**src/rtl/imem_loader.sv**
```systemverilog
// rtl/imem_loader.sv - boot-time instruction-memory loader
// Assembles framed little-endian words from a byte stream and releases the core on a good checksum.
module imem_loader #(
    parameter int          ADDR_WIDTH = 10,
    parameter logic [31:0] BASE_ADDR  = 32'h0000_0000
) (
    input  logic        Clk,
    input  logic        Rst_n,
    input  logic        Start,
    input  logic [7:0]  RxData,
    input  logic        RxValid,
    output logic        RxReady,
    output logic        ImWr,
    output logic [31:0] ImAddr,
    output logic [31:0] ImData,
    output logic        CpuHold,
    output logic        Done,
    output logic        Error,
    output logic [15:0] WordCount
);

    localparam logic [31:0] MAX_WORDS = 32'd1 << ADDR_WIDTH;

    typedef enum logic [2:0] {
        IDLE, HDR_LO, HDR_HI, DATA, WRITE, CHK, DONE, ERR
    } stateT;

    stateT       state, nextState;
    logic [15:0] length;
    logic [7:0]  checksum;
    logic [1:0]  byteIdx;

    logic        xfer;
    logic        startLoad;
    logic [31:0] hdrLen;
    logic [15:0] nextCount;

    assign xfer      = RxValid && RxReady;
    assign startLoad = Start && (state == IDLE || state == DONE || state == ERR);
    assign hdrLen    = {16'd0, RxData, length[7:0]};
    assign nextCount = WordCount + 16'd1;
    // WordCount only advances on the edge that ends WRITE, so the address holds through the strobe.
    assign ImAddr    = BASE_ADDR + {14'd0, WordCount, 2'b00};

    always_ff @(posedge Clk or negedge Rst_n) begin
        if (!Rst_n) begin
            state <= IDLE;
        end else begin
            state <= nextState;
        end
    end

    always_comb begin
        nextState = state;
        RxReady   = 1'b0;
        ImWr      = 1'b0;
        Done      = 1'b0;
        Error     = 1'b0;
        CpuHold   = 1'b1;
        case (state)
            IDLE: begin
                if (Start) nextState = HDR_LO;
            end
            HDR_LO: begin
                RxReady = 1'b1;
                if (xfer) nextState = HDR_HI;
            end
            HDR_HI: begin
                RxReady = 1'b1;
                if (xfer) nextState = (hdrLen == 32'd0 || hdrLen > MAX_WORDS) ? ERR : DATA;
            end
            DATA: begin
                RxReady = 1'b1;
                if (xfer && byteIdx == 2'd3) nextState = WRITE;
            end
            WRITE: begin
                ImWr      = 1'b1;
                nextState = (nextCount == length) ? CHK : DATA;
            end
            CHK: begin
                RxReady = 1'b1;
                if (xfer) nextState = (RxData == checksum) ? DONE : ERR;
            end
            DONE: begin
                Done    = 1'b1;
                CpuHold = 1'b0;
                if (Start) nextState = HDR_LO;
            end
            ERR: begin
                Error = 1'b1;
                if (Start) nextState = HDR_LO;
            end
            default: nextState = IDLE;
        endcase
    end

    always_ff @(posedge Clk or negedge Rst_n) begin
        if (!Rst_n) begin
            length    <= 16'd0;
            checksum  <= 8'd0;
            byteIdx   <= 2'd0;
            ImData    <= 32'd0;
            WordCount <= 16'd0;
        end else if (startLoad) begin
            WordCount <= 16'd0;
            checksum  <= 8'd0;
            byteIdx   <= 2'd0;
        end else begin
            case (state)
                HDR_LO: if (xfer) length[7:0]  <= RxData;
                HDR_HI: if (xfer) length[15:8] <= RxData;
                DATA: begin
                    if (xfer) begin
                        ImData[{byteIdx, 3'b000} +: 8] <= RxData;
                        checksum <= checksum ^ RxData;
                        byteIdx  <= byteIdx + 2'd1;
                    end
                end
                WRITE: WordCount <= nextCount;
                default: ;
            endcase
        end
    end

endmodule
```
**config.mk**
```make
export PLATFORM = sky130hd
export DESIGN_NAME = imem_loader
export DESIGN_NICKNAME = d
export VERILOG_FILES = /design/src/rtl/imem_loader.sv
export SDC_FILE = /design/constraint.sdc
export NUM_CORES = 1
export LEC_CHECK = 0
export BUFFER_PORTS_ARGS = -buffer_cell sky130_fd_sc_hd__buf_2
export CAP_MARGIN = 20
export CORE_ASPECT_RATIO = 2
export CORE_UTILIZATION = 39
export CTS_CLUSTER_SIZE = 28
export DETAILED_ROUTE_END_ITERATION = 8
export GPL_ROUTABILITY_DRIVEN = 0
export PLACE_DENSITY_LB_ADDON = 0.12
export RECOVER_POWER = 25
export SLEW_MARGIN = 15
export SYNTH_ARGS = -nofsm -noshare
export SYNTH_HDL_FRONTEND = slang
export SYNTH_SLANG_ARGS = --single-unit
```
**constraint.sdc**
```tcl
create_clock -name Clk -period 4 [get_ports Clk]
set_input_delay 0.8 -clock Clk [delete_from_list [all_inputs] [get_ports Clk]]
set_output_delay 0.8 -clock Clk [all_outputs]
set_load 0.02 [all_outputs]
```
==> results of run 1 <==
-- sequential cells by signal (all words and copies together) (netlist names) --
register and cells:
checksum 8, byteIdx 2, length 16, state 3, ImData 32, WordCount 16
-- power by group --
| part | switching (mW) | leakage [nW] | internal [mW] |
|---|---|---|---|
| registers | 0.213 | 1.02 | 0.990 |
| logic | 0.670 | 1.13 | 0.444 |
| clock network | 0.354 | 0.133 | 0.428 |
| total | 1.24 | 2.28 | 1.86 |
-- final timing paths --
check | from | end | slack, ps
worst max-delay path | state[0] | ImWr | 1130
worst min-delay path | ImData[21] | ImData[21] | 470
worst max register to register | WordCount[0] | state[1] | 1130
worst min register to register | ImData[21] | ImData[21] | 470
max in group asynchronous | Rst_n | ImData[9] | 1200
min in group asynchronous | Rst_n | WordCount[3] | 830
-- synthesized netlist by cell type, types with 2 or more instances --
master      n
or4b_1      2
nor3b_1     3
and3_1      3
o22ai_1     3
nand2b_1    5
mux2i_1     2
nor3_1      8
a311oi_1    2
o221ai_1    3
nor2_1     29
nand2_1   101
o21ai_0    72
xor2_1     11
xnor2_1    15
nand3_1     6
dfrtp_1    77
nor4_1      7
nor2b_1     2
buf_2       4
or3_1       5
buf_4      32
ha_1        6
o211ai_1    3
inv_1      14
nand4_1     6
a21oi_1     8
clkbuf_1   22
mux2_2     15
o31ai_1     6
-- worst max-delay path, stage by stage (launching register included) --
cell      delay, ps
dfrtp_1         520
nand2b_1        220
or2_2           460
inv_2           300
buf_2           230
-- logic make-up (layout without fill, tap and decap cells) --
| family | count (synthesis) | after routing |
|---|---|---|
| buf+inv | 73 | 114 |
| fa+ha+maj | 6 | 6 |
| compound gates | 107 | 107 |
| mux | 17 | 17 |
| simple gates | 187 | 187 |
| flops | 77 | 77 |
| xor+xnor | 26 | 26 |
| other cells | 1 | 16 |
-- cell type report --
| type | count | share of cell area [%] |
|---|---|---|
| Sequential cell | 77 | 39.2 |
| Clock inverter | 7 | 1.20 |
| Inverter | 15 | 1.14 |
| Tap cell | 140 | 3.56 |
| Timing Repair Buffer | 83 | 8.52 |
| Clock buffer | 9 | 4.58 |
| Multi-Input combinational cell | 359 | 41.8 |
-- metrics by stage --
| stage | setup WS (ps) | utilization [%] | cell area [sq um] |
|---|---|---|---|
| detailed placement | 1150 | 42.6 | 4630 |
| global route | 646 | 45.2 | 4920 |
| finish | 1130 | 45.2 | 4920 |
| floorplan | 1380 | - | 4380 |
| global placement | 1210 | 42.6 | 4630 |
| CTS | 1110 | 45.2 | 4920 |
-- per-layer routing --
metal  vias to the layer above  routed length [um]
met1                      1715                4290
met2                        96                6160
met3                        27                 389
met5                         -                   0
met4                         0                 408
li1                       1745                   -
==> impl_metrics.csv, run 1 <==
group,metric,value,unit
synthesis,synthTopCellsByArea,"dfrtp_1, nand2_1, o21ai_0",
power,p_per_area,630,nW/um^2
cts,cts-root-buf,"clkbuf_16",
cts,clk_latency,340,ps
global_routing,grt_pass1_vias,3486,
drt,wire_per_inst,16.3,um
synthesis,synth_compound_area_share,14.3,%
synthesis,synth_top_family_by_area,"simple AND/OR/NAND/NOR gates",
cts,post_cts.repair.setup_buffers,0,
final_layout,nets,563,
worst_hold_path,hold_class,"register to register",
synthesis,syn_inst,494,
cts,cts_resized,0,
synthesis,synthXorXnorAreaFrac,5.26,%
synthesis,synth_area_per_cell,8.76,sq um
drt,drt_iter0_drc,100,
timing,worst_slew_pin_slew,1540,ps
worst_setup_path,end_kind,"primary output",
timing,setup_tns,0,ps
timing,fin_crit_sh,71.7,%
synthesis,synth_top_area_share,44.5,%
floorplan,die_height,151,um
worst_hold_path,min_path_cells,2,
flow_run,drv_cap,1,
synthesis,yosys_warnings,0,
global_routing,grt_pass1_wl,18.4,mm
final_layout,final_common_cell,"nand2_1",
cts,hold_buffers,0,
final_layout,final_cells,690,
synthesis,synth_seq_cells,77,
power,p_leak,2.28,nW
status,violations,"capacitance limit, slew limit",
final_layout,area_delta_synth_final,13.7,%
global_routing,use_met2,39.2,%
timing,setup_viol,0,
worst_setup_path,crit_fanout,18,
floorplan,ios,97,
synthesis,synth_area,4330,sq um
final_layout,multi_input_area,2060,sq um
synthesis,synth_ff_type,"dfrtp_1",
timing,skew,8.71,ps
cts,cts_tree,"built",
timing,whs,473,ps
synthesis,synthMuxAreaShare,4.37,%
synthesis,synthArstFlopShare,100,%
final_layout,antenna_cells,0,
synthesis,synth-simple-area-share,20.5,%
final_layout,nFillCells,1100,
drt,ant_nets,0,
final_layout,layout_common_cells,"nand2_1, buf_2, dfrtp_1, o21ai_0, nor2_1",
global_routing,grt_max_degree,78,
global_routing,grt.busiest_layer,"met2",
worst_setup_path,reg2reg_depth,7,
global_routing,antenna_found_initial,0,
global_routing,grt-ovfl-total,0,
timing,timing.fmax,349,MHz
cts,cts.sinks,77,
timing,period_needed,2870,ps
drt,wl,11.2,mm
floorplan,dieArea,11500,sq um
power,power,3.10,mW
cts,cts_buffer_depth,2,
placement,hpwl,8.05,mm
timing,relSlewSlack,-2.80,%
global_routing,use_met3,3.37,%
synthesis,ys_types,51,
floorplan,rows,54,
floorplan,dieWidth,76.5,um
power,peakVddDrop,0.307,mV
synthesis,yosys.area.top_type,"dfrtp_1",
status,status,"finished, violations left",
drt,route.detailed.drc,0,
timing,timing_hold_violations_final,0,
global_routing,grt_usage,21.0,%
drt,drt_pass1_iterations,6,
cts,htreeDepth,3,
final_layout,ff_latch_area,1930,sq um
drt,via_per_inst,5.19,
worst_setup_path,start_kind,"register",
synthesis,synth-edff-count,0,
worst_setup_path,cp.required,3200,ps
cts,clkTransAtPathRegs,70,ps
timing,rsz0062_at_grt,"false",
global_routing,grtUsageMet1,22.1,%
floorplan,core,10900,sq um
cts,cts_buffers,9,
worst_setup_path,arrival,2070,ps
synthesis,synthAdderAreaFrac,1.73,%
placement,placed_cells,673,
worst_setup_path,path_class,"register to primary output",
floorplan,start_util,39.8,%
drt,vias,3583,
placement,port_buffers,80,
synthesis,ys_seq_area_share,44.5,%
timing,finalMaxSlewViolations,28,
final_layout,post_route_cells_drive_above_1_share,22.2,%
Note: power is estimated with default switching activity, not from simulation.
==> inputs of run 2 (changes only) <==
- clock period: 4 -> 2.9 ns (I/O delays scaled with it)
==> impl_metrics.csv, run 2 (synthesis gave the netlist of run 1 again) <==
group,metric,value,unit
final_layout,area_delta_synth_final,16.4,%
final_layout,reg.largest.list,"ImData (32), WordCount (16), length (16)",
final_layout,post_route_cells_drive_above_1_share,24.0,%
drt,drt_iter0_drc,139,
final_layout,multi_input_area,2060,sq um
global_routing,grt_usage,21.1,%
floorplan,start_util,39.8,%
drt,ant_nets,0,
timing,worst_slew_pin_slew,1140,ps
floorplan,dieWidth,76.5,um
floorplan,die_height,151,um
floorplan,rows,54,
placement,placed_cells,685,
power,peakVddDrop,0.554,mV
cts,cts-root-buf,"clkbuf_16",
worst_setup_path,end_kind,"register",
timing,relSlewSlack,23.8,%
worst_setup_path,path_class,"register to register",
timing,setup_tns,0,ps
worst_setup_path,r2r_start,"WordCount[1]",
global_routing,grt_pass1_wl,18.6,mm
timing,period_needed,2740,ps
final_layout,final_cells,702,
final_layout,antenna_cells,0,
final_layout,nets,575,
final_layout,ff_latch_area,1930,sq um
power,internal_power,2.65,mW
global_routing,antenna_found_initial,0,
worst_setup_path,arrival,2970,ps
cts,clkTransAtPathRegs,60,ps
power,sequentialPowerShare,36.7,%
timing,fin_crit_sh,94.5,%
drt,via_per_inst,5.21,
floorplan,ios,97,
drt,wl,11.5,mm
cts,cts.sinks,77,
drt,vias,3657,
final_layout,largest-register,"ImData",
power,p_clk_share,24.4,%
worst_setup_path,reg2reg_depth,7,
status,status,"finished clean",
worst_setup_path,crit_fanout,7,
timing,finalMaxSlewViolations,0,
floorplan,core,10900,sq um
power,p_leak,2.35,nW
power,power_frac_comb,38.9,%
global_routing,grt_max_degree,78,
power,p_per_area,870,nW/um^2
cts,hold_buffers,0,
global_routing,grt_pass1_vias,3548,
power,power,4.38,mW
global_routing,grt-ovfl-total,0,
cts,cts_buffer_depth,2,
drt,drt_pass1_iterations,7,
final_layout,layout_common_cells,"nand2_1, buf_2, dfrtp_1, o21ai_0, nor2_1",
final_layout,final_common_cell,"nand2_1",
cts,clk_latency,340,ps
worst_setup_path,cp.required,3130,ps
power,switching_power,1.74,mW
timing,rsz0062_at_grt,"false",
placement,hpwl,8.42,mm
worst_hold_path,hold_class,"input pin to async pin",
cts,cts_buffers,9,
timing,timing.fmax,365,MHz
floorplan,dieArea,11500,sq um
flow_run,drv_cap,0,
cts,htreeDepth,3,
timing,timing_hold_violations_final,0,
worst_setup_path,ff2ff_setup_slack,160,ps
power,power.share.switching,39.6,%
drt,wire_per_inst,16.4,um
final_layout,nFillCells,1103,
drt,route.detailed.drc,0,
timing,setup_viol,0,
worst_setup_path,reg2reg_to,"state[1]",
worst_setup_path,start_kind,"register",
placement,port_buffers,80,
cts,cts_tree,"built",
final_layout,final_util,46.3,%
final_layout,largest_register_ffs,32,
timing,skew,5.91,ps
[run 2: critical path, stage by stage (launching register included)]
cell and delay, ps:
dfrtp_1 460, ha_1 250, nand3_1 270, or4b_1 630
o311ai_2 110, nand4_1 140, or4b_1 580, o21a_1 190
[run 2: layer usage]
metal	vias to the layer above	global-route usage [%]	share of wire, %
met4	0	9.81	2.4
met3	21	3.31	3.2
met5	-	0	0
li1	1764	-	-
met1	1775	21.9	37
met2	97	41.0	57
[run 2: per-stage QoR]
step | setup WS (ps) | hold WS, ps | instance area (sq um)
after floorplan | 284 | 284 | 4380
after global placement | 308 | 460 | 4720
after detailed placement | 168 | 465 | 4720
after CTS | 142 | 455 | 5010
after global routing | 4.49 | 500 | 5040
final | 161 | 449 | 5040
[run 2: area by class of cell]
cell class	instances	area share (%)
multi-input combinational	359	41.0
sequential	77	38.2
timing repair buffer	95	10.6
clock buffer	9	4.47
tap	140	3.48
clock inverter	7	1.17
inverter	15	1.12
[run 2: worst max path at each step]
stage	startpoint	endpoint	slack (ps)	cells past startpoint
after floorplan	WordCount[0]	state[1]	280	8
after global placement	WordCount[1]	state[1]	310	7
after detailed placement	WordCount[1]	state[1]	170	7
after CTS	WordCount[1]	state[1]	140	7
after global routing	WordCount[1]	state[1]	4	7
final	WordCount[1]	state[1]	160	7
[run 2: power groups by stage]
stage / Combinational (mW) / Clock, mW / Sequential (mW)
floorplan: 1.10 / 0 / 1.69
global placement: 1.69 / 0 / 1.61
detailed placement: 1.71 / 0 / 1.63
CTS: 1.72 / 1.11 / 1.61
global route: 1.89 / 1.14 / 1.66
finish: 1.71 / 1.07 / 1.61
[run 2: timing repair]
action,4_1_cts,5_1_grt
resized for setup,0,1
setup endpoints to repair,0,2
setup buffers,0,0
==> inputs of run 3 (changes only) <==
- CORE_ASPECT_RATIO: 2 -> 0.8
==> impl_metrics.csv, run 3 (synthesis gave the netlist of run 1 again) <==
group,metric,value,unit
cts,cts-root-buf,"clkbuf_16",
cts,hold_buffers,0,
worst_setup_path,start_kind,"register",
drt,met2_length,4.79,mm
drt,route.detailed.drc,0,
timing,worst_slew_pin_slew,2260,ps
final_layout,largest_register_ffs,32,
drt,wl_met1,5.72,mm
timing,setup_viol,0,
cts,cts_buffers,9,
status,status,"finished, violations left",
drt,wire_per_inst,15.7,um
timing,skew,7.28,ps
final_layout,largest-register,"ImData",
timing,setup_slack,247,ps
drt,ant_nets,0,
timing,rsz0062_at_grt,"false",
worst_setup_path,cp.required,3120,ps
drt,top_layer,"met4",
cts,cts_resized,0,
status,violations,"capacitance limit, slew limit",
global_routing,antenna_found_initial,0,
final_layout,reg.largest.list,"ImData (32), WordCount (16), length (16)",
cts,clk_latency,330,ps
floorplan,die_height,96.2,um
global_routing,grt_pass1_vias,3198,
final_layout,post_route_cells_drive_above_1_share,23.8,%
cts,htreeDepth,3,
final_layout,layout_common_cells,"nand2_1, buf_2, dfrtp_1, o21ai_0, nor2_1",
final_layout,nets,573,
worst_setup_path,path_class,"register to register",
cts,cts_tree,"built",
floorplan,core,10800,sq um
cts,cts.sinks,77,
placement,placed_cell_area,4720,sq um
floorplan,ios,97,
worst_hold_path,hold_class,"register to register",
timing,finalMaxSlewViolations,42,
timing,period_needed,2650,ps
timing,timing_hold_violations_final,0,
placement,dp_slack,156,ps
final_layout,area_delta_synth_final,16.8,%
worst_setup_path,end_kind,"register",
final_layout,final_common_cell,"nand2_1",
global_routing,grt_pass1_wl,17.4,mm
drt,wl,11.1,mm
placement,port_buffers,80,
drt,vias,3619,
timing,setup_tns,0,ps
drt,drt_iter0_drc,261,
global_routing,grt_usage,19.7,%
power,p_leak,2.36,nW
worst_setup_path,crit_fanout,8,
timing,fin_crit_sh,91.5,%
power,peakVddDrop,0.347,mV
global_routing,grt-ovfl-total,0,
global_routing,grt_max_degree,42,
cts,cts_buffer_depth,2,
final_layout,antenna_cells,0,
final_layout,fin_area,5050,sq um
drt,drt_pass1_iterations,4,
floorplan,dieArea,11500,sq um
power,p_per_area,894,nW/um^2
flow_run,drv_cap,1,
drt,dr_wl_met3,519,um
timing,relSlewSlack,-50.8,%
cts,post_cts.repair.setup_buffers,0,
floorplan,rows,34,
worst_setup_path,arrival,2870,ps
worst_setup_path,ff2ff_setup_slack,250,ps
placement,hpwl,7.69,mm
cts,clkTransAtPathRegs,60,ps
timing,timing.fmax,377,MHz
drt,via_per_inst,5.14,
floorplan,start_util,39.9,%
floorplan,dieWidth,120,um
run 3: changes by cell type in the layout (fill, tap and decap cells not counted), sizes merged:
cell,previous run,this run
clkbuf,10,13
clkinvlp,2,0
bufinv,0,2
inv,18,15
buf,94,92
run 3: per-stage QoR:
stage / hold WS [ps] / cells / utilization, % / power [mW]
floorplan: 284 / 509 / - / 2.79
detailed placement: 469 / 688 / 43.5 / 3.30
CTS: 250 / 704 / 46.5 / 4.55
global placement: 459 / 688 / 43.5 / 3.27
finish: 476 / 704 / 46.6 / 4.52
global route: 505 / 704 / 46.6 / 4.80
run 3: final cells by class:
class                           count  area [sq um]
Tap cell                          144           180
Multi-Input combinational cell    359          2070
Clock inverter                      4          70.1
Inverter                           15          56.3
Timing Repair Buffer               93           494
Clock buffer                       12           256
Fill cell                        1075          5790
Sequential cell                    77          1930
run 3: report_power, final:
group          internal, mW  switching, mW  total, mW
Combinational         0.663          0.960       1.62
Clock                 0.798          0.435       1.23
Sequential             1.37          0.293       1.66
run 3: routing by layer:
layer	track usage, %	vias up
met5	0	-
met3	3.91	6
li1	-	1760
met1	29.9	1756
met2	28.8	97
met4	4.17	0
run 3: critical path: stages (launching register included):
cell and delay [ps]:
dfrtp_1 460, ha_1 280, nand3_2 210, or4b_1 590, o311ai_2 100, nand4_1 150, or4b_1 560, o21a_1 180
run 3: path summary, 6_finish.rpt:
path,startpoint,to,cells after the start
setup / recovery,WordCount[1],state[1],7
hold / removal,ImData[28],ImData[28],2
setup reg to reg,WordCount[1],state[1],7
hold reg to reg,ImData[28],ImData[28],2
max in group asynchronous,Rst_n,byteIdx[1],2
min in group asynchronous,Rst_n,WordCount[8],1
